<file path="src/rtl/lsu_mem.sv">
// Load/store unit bridging a single core request port to a synchronous RAM.
// Sub-word stores are done as read-modify-write; misaligned requests complete with an error.
module lsu_mem #(
    parameter int RAM_AW = 12
) (
    input  logic              clk,
    input  logic              rst,
    input  logic              req_valid_i,
    output logic              req_ready_o,
    input  logic              req_we_i,
    input  logic [31:0]       req_addr_i,
    input  logic [31:0]       req_wdata_i,
    input  logic [1:0]        req_size_i,
    input  logic              req_unsigned_i,
    output logic              resp_valid_o,
    output logic [31:0]       resp_rdata_o,
    output logic              resp_err_o,
    output logic              ram_w_en_o,
    output logic [RAM_AW-1:0] ram_w_addr_o,
    output logic [31:0]       ram_w_data_o,
    output logic              ram_r_en_o,
    output logic [RAM_AW-1:0] ram_r_addr_o,
    input  logic [31:0]       ram_r_data_i
);

    typedef enum logic [2:0] {IDLE, RD, WAIT, WR, RESP} state_t;

    state_t              state_reg, state_next;
    logic                we_reg, uns_reg, err_reg;
    logic [1:0]          size_reg;
    logic [RAM_AW+1:0]   addr_reg;
    logic [31:0]         wdata_reg, rdata_reg;
    logic                accept, misaligned;
    logic [7:0]          ld_byte;
    logic [15:0]         ld_half;
    logic [31:0]         ld_data, merged;

    // Address bits above the RAM window are deliberately dropped (addresses wrap).
    logic unused_addr_bits;
    assign unused_addr_bits = &{1'b0, req_addr_i[31:RAM_AW+2]};

    assign req_ready_o = (state_reg == IDLE) && !rst;
    assign accept      = req_valid_i && req_ready_o;
    assign misaligned  = (req_size_i == 2'b11) ||
                         (req_size_i == 2'b01 && req_addr_i[0]) ||
                         (req_size_i == 2'b10 && req_addr_i[1:0] != 2'b00);

    always_ff @(posedge clk or posedge rst) begin
        if (rst) begin
            state_reg <= IDLE;
            we_reg    <= 1'b0;
            uns_reg   <= 1'b0;
            err_reg   <= 1'b0;
            size_reg  <= 2'b00;
            addr_reg  <= '0;
            wdata_reg <= '0;
            rdata_reg <= '0;
        end else begin
            state_reg <= state_next;
            if (accept) begin
                we_reg    <= req_we_i;
                uns_reg   <= req_unsigned_i;
                err_reg   <= misaligned;
                size_reg  <= req_size_i;
                addr_reg  <= req_addr_i[RAM_AW+1:0];
                wdata_reg <= req_wdata_i;
            end
            if (state_reg == WAIT) begin
                rdata_reg <= ram_r_data_i;
            end
        end
    end

    always_comb begin
        state_next = state_reg;
        case (state_reg)
            IDLE: begin
                if (accept) begin
                    if (misaligned)
                        state_next = RESP;
                    else if (req_we_i && req_size_i == 2'b10)
                        state_next = WR;
                    else
                        state_next = RD;
                end
            end
            RD:      state_next = WAIT;
            WAIT:    state_next = we_reg ? WR : RESP;
            WR:      state_next = RESP;
            RESP:    state_next = IDLE;
            default: state_next = IDLE;
        endcase
    end

    // Load lane extraction and sign/zero extension.
    always_comb begin
        ld_byte = rdata_reg[{addr_reg[1:0], 3'b000} +: 8];
        ld_half = rdata_reg[{addr_reg[1], 4'b0000} +: 16];
        case (size_reg)
            2'b00:   ld_data = {{24{~uns_reg & ld_byte[7]}}, ld_byte};
            2'b01:   ld_data = {{16{~uns_reg & ld_half[15]}}, ld_half};
            default: ld_data = rdata_reg;
        endcase
    end

    // Store merge: each byte lane takes new data only if it is the addressed lane.
    generate
        for (genvar gi = 0; gi < 4; gi++) begin : g_merge
            localparam logic [1:0] LANE = 2'(gi);
            assign merged[8*gi +: 8] =
                (size_reg == 2'b00 && addr_reg[1:0] == LANE) ? wdata_reg[7:0] :
                (size_reg == 2'b01 && addr_reg[1] == LANE[1]) ? wdata_reg[8*LANE[0] +: 8] :
                rdata_reg[8*gi +: 8];
        end
    endgenerate

    assign ram_r_en_o   = (state_reg == RD);
    assign ram_w_en_o   = (state_reg == WR);
    assign ram_r_addr_o = addr_reg[RAM_AW+1:2];
    assign ram_w_addr_o = addr_reg[RAM_AW+1:2];
    assign ram_w_data_o = (size_reg == 2'b10) ? wdata_reg : merged;

    assign resp_valid_o = (state_reg == RESP);
    assign resp_err_o   = (state_reg == RESP) && err_reg;
    assign resp_rdata_o = (state_reg == RESP && !we_reg && !err_reg) ? ld_data : 32'h0;

endmodule

</file>
<file path="config.mk">
export PLATFORM = sky130hd
export DESIGN_NAME = lsu_mem
export DESIGN_NICKNAME = d
export VERILOG_FILES = /design/src/rtl/lsu_mem.sv
export SDC_FILE = /design/constraint.sdc
export NUM_CORES = 1
export LEC_CHECK = 0
export CAP_MARGIN = 20
export CORE_ASPECT_RATIO = 0.75
export CORE_MARGIN = 2
export CORE_UTILIZATION = 45
export CTS_CLUSTER_SIZE = 14
export DETAILED_ROUTE_END_ITERATION = 10
export PLACE_DENSITY_LB_ADDON = 0.08
export SYNTH_ARGS = -nofsm -noshare
export SYNTH_HDL_FRONTEND = slang
export SYNTH_SLANG_ARGS = --single-unit
export TNS_END_PERCENT = 5
</file>
<file path="constraint.sdc">
create_clock -name clk -period 3.4 [get_ports clk]
set_input_delay 0.85 -clock clk [delete_from_list [all_inputs] [get_ports clk]]
set_output_delay 0.85 -clock clk [all_outputs]
set_load 0.005 [all_outputs]
</file>
==> impl_metrics.csv <==
group,metric,value,unit
status,outcome,"finished, final reports clean",
routing,vias_per_cell,5.66,
yosys,async_flop_share,100,%
power_and_ir_drop,leakagePower,0.00306,µW
setup_path,end_kind,"primary output",
setup_path,worstSetupPathType,"reg -> out",
yosys,yosys_warnings,0,
cells_and_area,final_common_cell,"clkdlybuf4s50_1",
clock_network,clock_path_buffers,2,
global_routing,grt_pass1_wl,24400,µm
setup_path,max_stage_delay,0.54,ns
run,drv_cap,0,
yosys,syn_inst,496,
timing,rsz0062_at_grt,"true",
global_routing,grt_pass1_vias,4364,
place,dp_hpwl,11900,µm
timing,max_clock_freq,299,MHz
yosys,ys_ff_latch,86,
yosys,synth_compound_area_share,15.7,%
clock_network,root_buffer,"clkbuf_16",
routing,drtPass1Iterations,5,
routing,first_iter_violations,306,
global_routing,use_met2,41.2,%
timing,slew_headroom,67.6,%
global_routing,gr-total-overflow,0,
timing,hold_viol,0,
floorplan,core_area,11000,µm²
global_routing,grt_use_met1,35.9,%
place,place_congestion,0.899,
cells_and_area,post-route-util,66.5,%
setup_path,crit_chain,"mux2_2 -> mux2i_1 -> or4_4 -> a221oi_2 -> clkdlybuf4s50_1",
worst_hold_path,hold_class,"reg -> reg",
yosys,synth_top_family_by_area,"multiplexers",
cells_and_area,antenna_cells,0,
floorplan,rows,33,
timing,max_slew.worst_pin.slew,0.486,ns
cells_and_area,nets,749,
cells_and_area,area_growth,42.5,%
timing,slew_violations,0,
cells_and_area,layout_common_cells,"clkdlybuf4s50_1 (177), mux2_2 (90), dfrtp_1 (80)",
cells_and_area,drive_gt1_share,25.2,%
clock_network,cts_buffers,9,
setup_path,slowest_stage,"clkdlybuf4s50_1",
yosys,syn_avg_cell_area,10.4,µm²
routing,wl_per_cell,20.4,µm
yosys,synth_xor_area_share,0,%
clock_network,clkLatencyLatePin,0.35,ns
cells_and_area,nFillCells,890,
yosys,syn-cell-area,5140,µm²
timing,hold_slack,0.506,ns
clock_network,clkTransAtPathRegs,0.07,ns
global_routing,grtUsageTotal,26.2,%
yosys,yosysSeqAreaShare,41.9,%
timing,skew,0.00556,ns
floorplan,dieWidth,127,µm
cells_and_area,register_area,2160,µm²
clock_network,numClockSinks,86,
yosys,syn_nets,599,
place,dp_slack,0.186,ns
yosys,synthDistinctLibCells,45,
global_routing,busiest_layer,"met2",
routing,wl,16100,µm
timing,min_period,3.34,ns
power_and_ir_drop,max-vdd-ir-drop,0.613,mV
clock_network,htreeDepth,3,
yosys,synthAdderAreaFrac,0,%
timing,setup_ws,0.0556,ns
setup_path,required,2.55,ns
yosys,synth-edff-count,0,
setup_path,critPathArrivalTime,2.49,ns
setup_path,critical_path.max_fanout,8,
floorplan,dieArea,12300,µm²
timing,period_share,98.4,%
cells_and_area,multi_input_area,2650,µm²
routing,drc_errors,0,
yosys,ys.flop_type,"dfrtp_1",
floorplan,io_pins,196,
yosys,synth-simple-area-share,11.9,%
place,numPortBuffers,177,
global_routing,grtUsageMet3,7.65,%
timing,setup_violations,0,
routing,vias,4477,
power_and_ir_drop,power_density,1050,nW/µm²
clock_network,cts_tree,"built",
setup_path,startpoint_type,"flip-flop",
routing,drtAntennaViolNets,0,
floorplan,die_h,96.6,µm
global_routing,antenna_found_initial,0,
floorplan,start_util,46.6,%
global_routing,grt_max_degree,87,
clock_network,cts_hold_buffers,0,
yosys,synthMuxAreaShare,23.0,%
==> final cells by class <==
cell class / instances / share of cell area, %
clock buffer: 10 / 3.12
multi-input combinational: 342 / 36.2
tap: 140 / 2.39
timing repair buffer: 202 / 27.2
sequential: 86 / 29.5
clock inverter: 6 / 1.26
inverter: 5 / 0.324
==> critical path, delay by kind of cell, from the launching register on <==
family	cells	cell delay (ns)
compound gates	1	0.27
buf+inv	1	0.54
flops	1	0.46
mux	2	0.38
simple gates	1	0.50
==> through the flow <==
stage | cells | setup TNS, ns | instance area (µm²) | total power [µW]
final | 791 | 0 | 7330 | 7680
after global routing | 791 | -0.0538 | 7330 | 8150
after CTS | 790 | 0 | 7280 | 7610
after detailed placement | 774 | 0 | 6940 | 6490
after global placement | 774 | 0 | 6940 | 6370
after floorplan | 496 | 0 | 5140 | 4520
==> synth_stat cells, types with 2 or more instances <==
| library cell | count | share of area, % |
|---|---|---|
| and3b_1 | 2 | 0.34 |
| mux2_2 | 89 | 19 |
| nand3_1 | 3 | 0.29 |
| nor3b_2 | 2 | 0.49 |
| a31oi_1 | 7 | 0.85 |
| or2_2 | 8 | 0.97 |
| a32oi_1 | 7 | 1.2 |
| o22ai_1 | 9 | 1.1 |
| inv_1 | 4 | 0.29 |
| nor2_1 | 38 | 2.8 |
| buf_2 | 13 | 1.3 |
| mux2i_1 | 17 | 3.3 |
| nand2b_1 | 2 | 0.24 |
| o21ai_0 | 13 | 1.3 |
| a21oi_1 | 11 | 1.1 |
| a211oi_1 | 24 | 3.5 |
| o31ai_1 | 8 | 1.2 |
| a21o_1 | 16 | 2.3 |
| a22oi_1 | 7 | 1.0 |
| buf_4 | 28 | 4.1 |
| and2_1 | 2 | 0.24 |
| clkbuf_1 | 18 | 1.3 |
| nor2b_1 | 2 | 0.24 |
| buf_1 | 2 | 0.15 |
| and3_1 | 8 | 0.97 |
| nand2_1 | 45 | 3.3 |
| a2bb2oi_1 | 7 | 1.2 |
| dfrtp_1 | 86 | 42 |
| nor4_4 | 2 | 0.83 |
==> per-layer routing <==
layer | vias up | part of all wire [%]
li1 | 2080 | -
met1 | 2202 | 45
met2 | 176 | 46
met3 | 19 | 8.0
met4 | 0 | 1.4
met5 | - | 0
==> cell families after synthesis <==
kind of cell | count (synthesis)
compound gates | 114
buf+inv | 68
flops | 86
mux | 107
simple gates | 121
==> worst paths after layout <==
path / start / cells past startpoint / endpoint / slack, ns
worst max-delay path: addr_reg[1]$_DFFE_PP0P_ / 5 / resp_rdata_o[15] / 0.06
worst min-delay path: wdata_reg[17]$_DFFE_PP0P_ / 1 / wdata_reg[17]$_DFFE_PP0P_ / 0.51
worst max register to register: state_reg[0]$_DFFE_PP0P_ / 4 / wdata_reg[4]$_DFFE_PP0P_ / 1.66
worst min register to register: wdata_reg[17]$_DFFE_PP0P_ / 1 / wdata_reg[17]$_DFFE_PP0P_ / 0.51
max in group asynchronous: rst / 3 / rdata_reg[24]$_DFFE_PP0N_ / 2.02
min in group asynchronous: rst / 3 / state_reg[2]$_DFFE_PP0P_ / 0.99
==> report_power, final <==
group          switching (µW)  leakage (µW)  internal, µW  total, µW
registers                 801       0.00101          1560       2360
logic                    1740       0.00189          2500       4240
clock network             430      0.000150           649       1080
==> repair_timing <==
item | 4_1_cts | 5_1_grt
setup endpoints to repair | 59 | 48
gates resized for setup | 6 | 14
buffers inserted | 0 | 1
(Power assumes the default switching activity.)
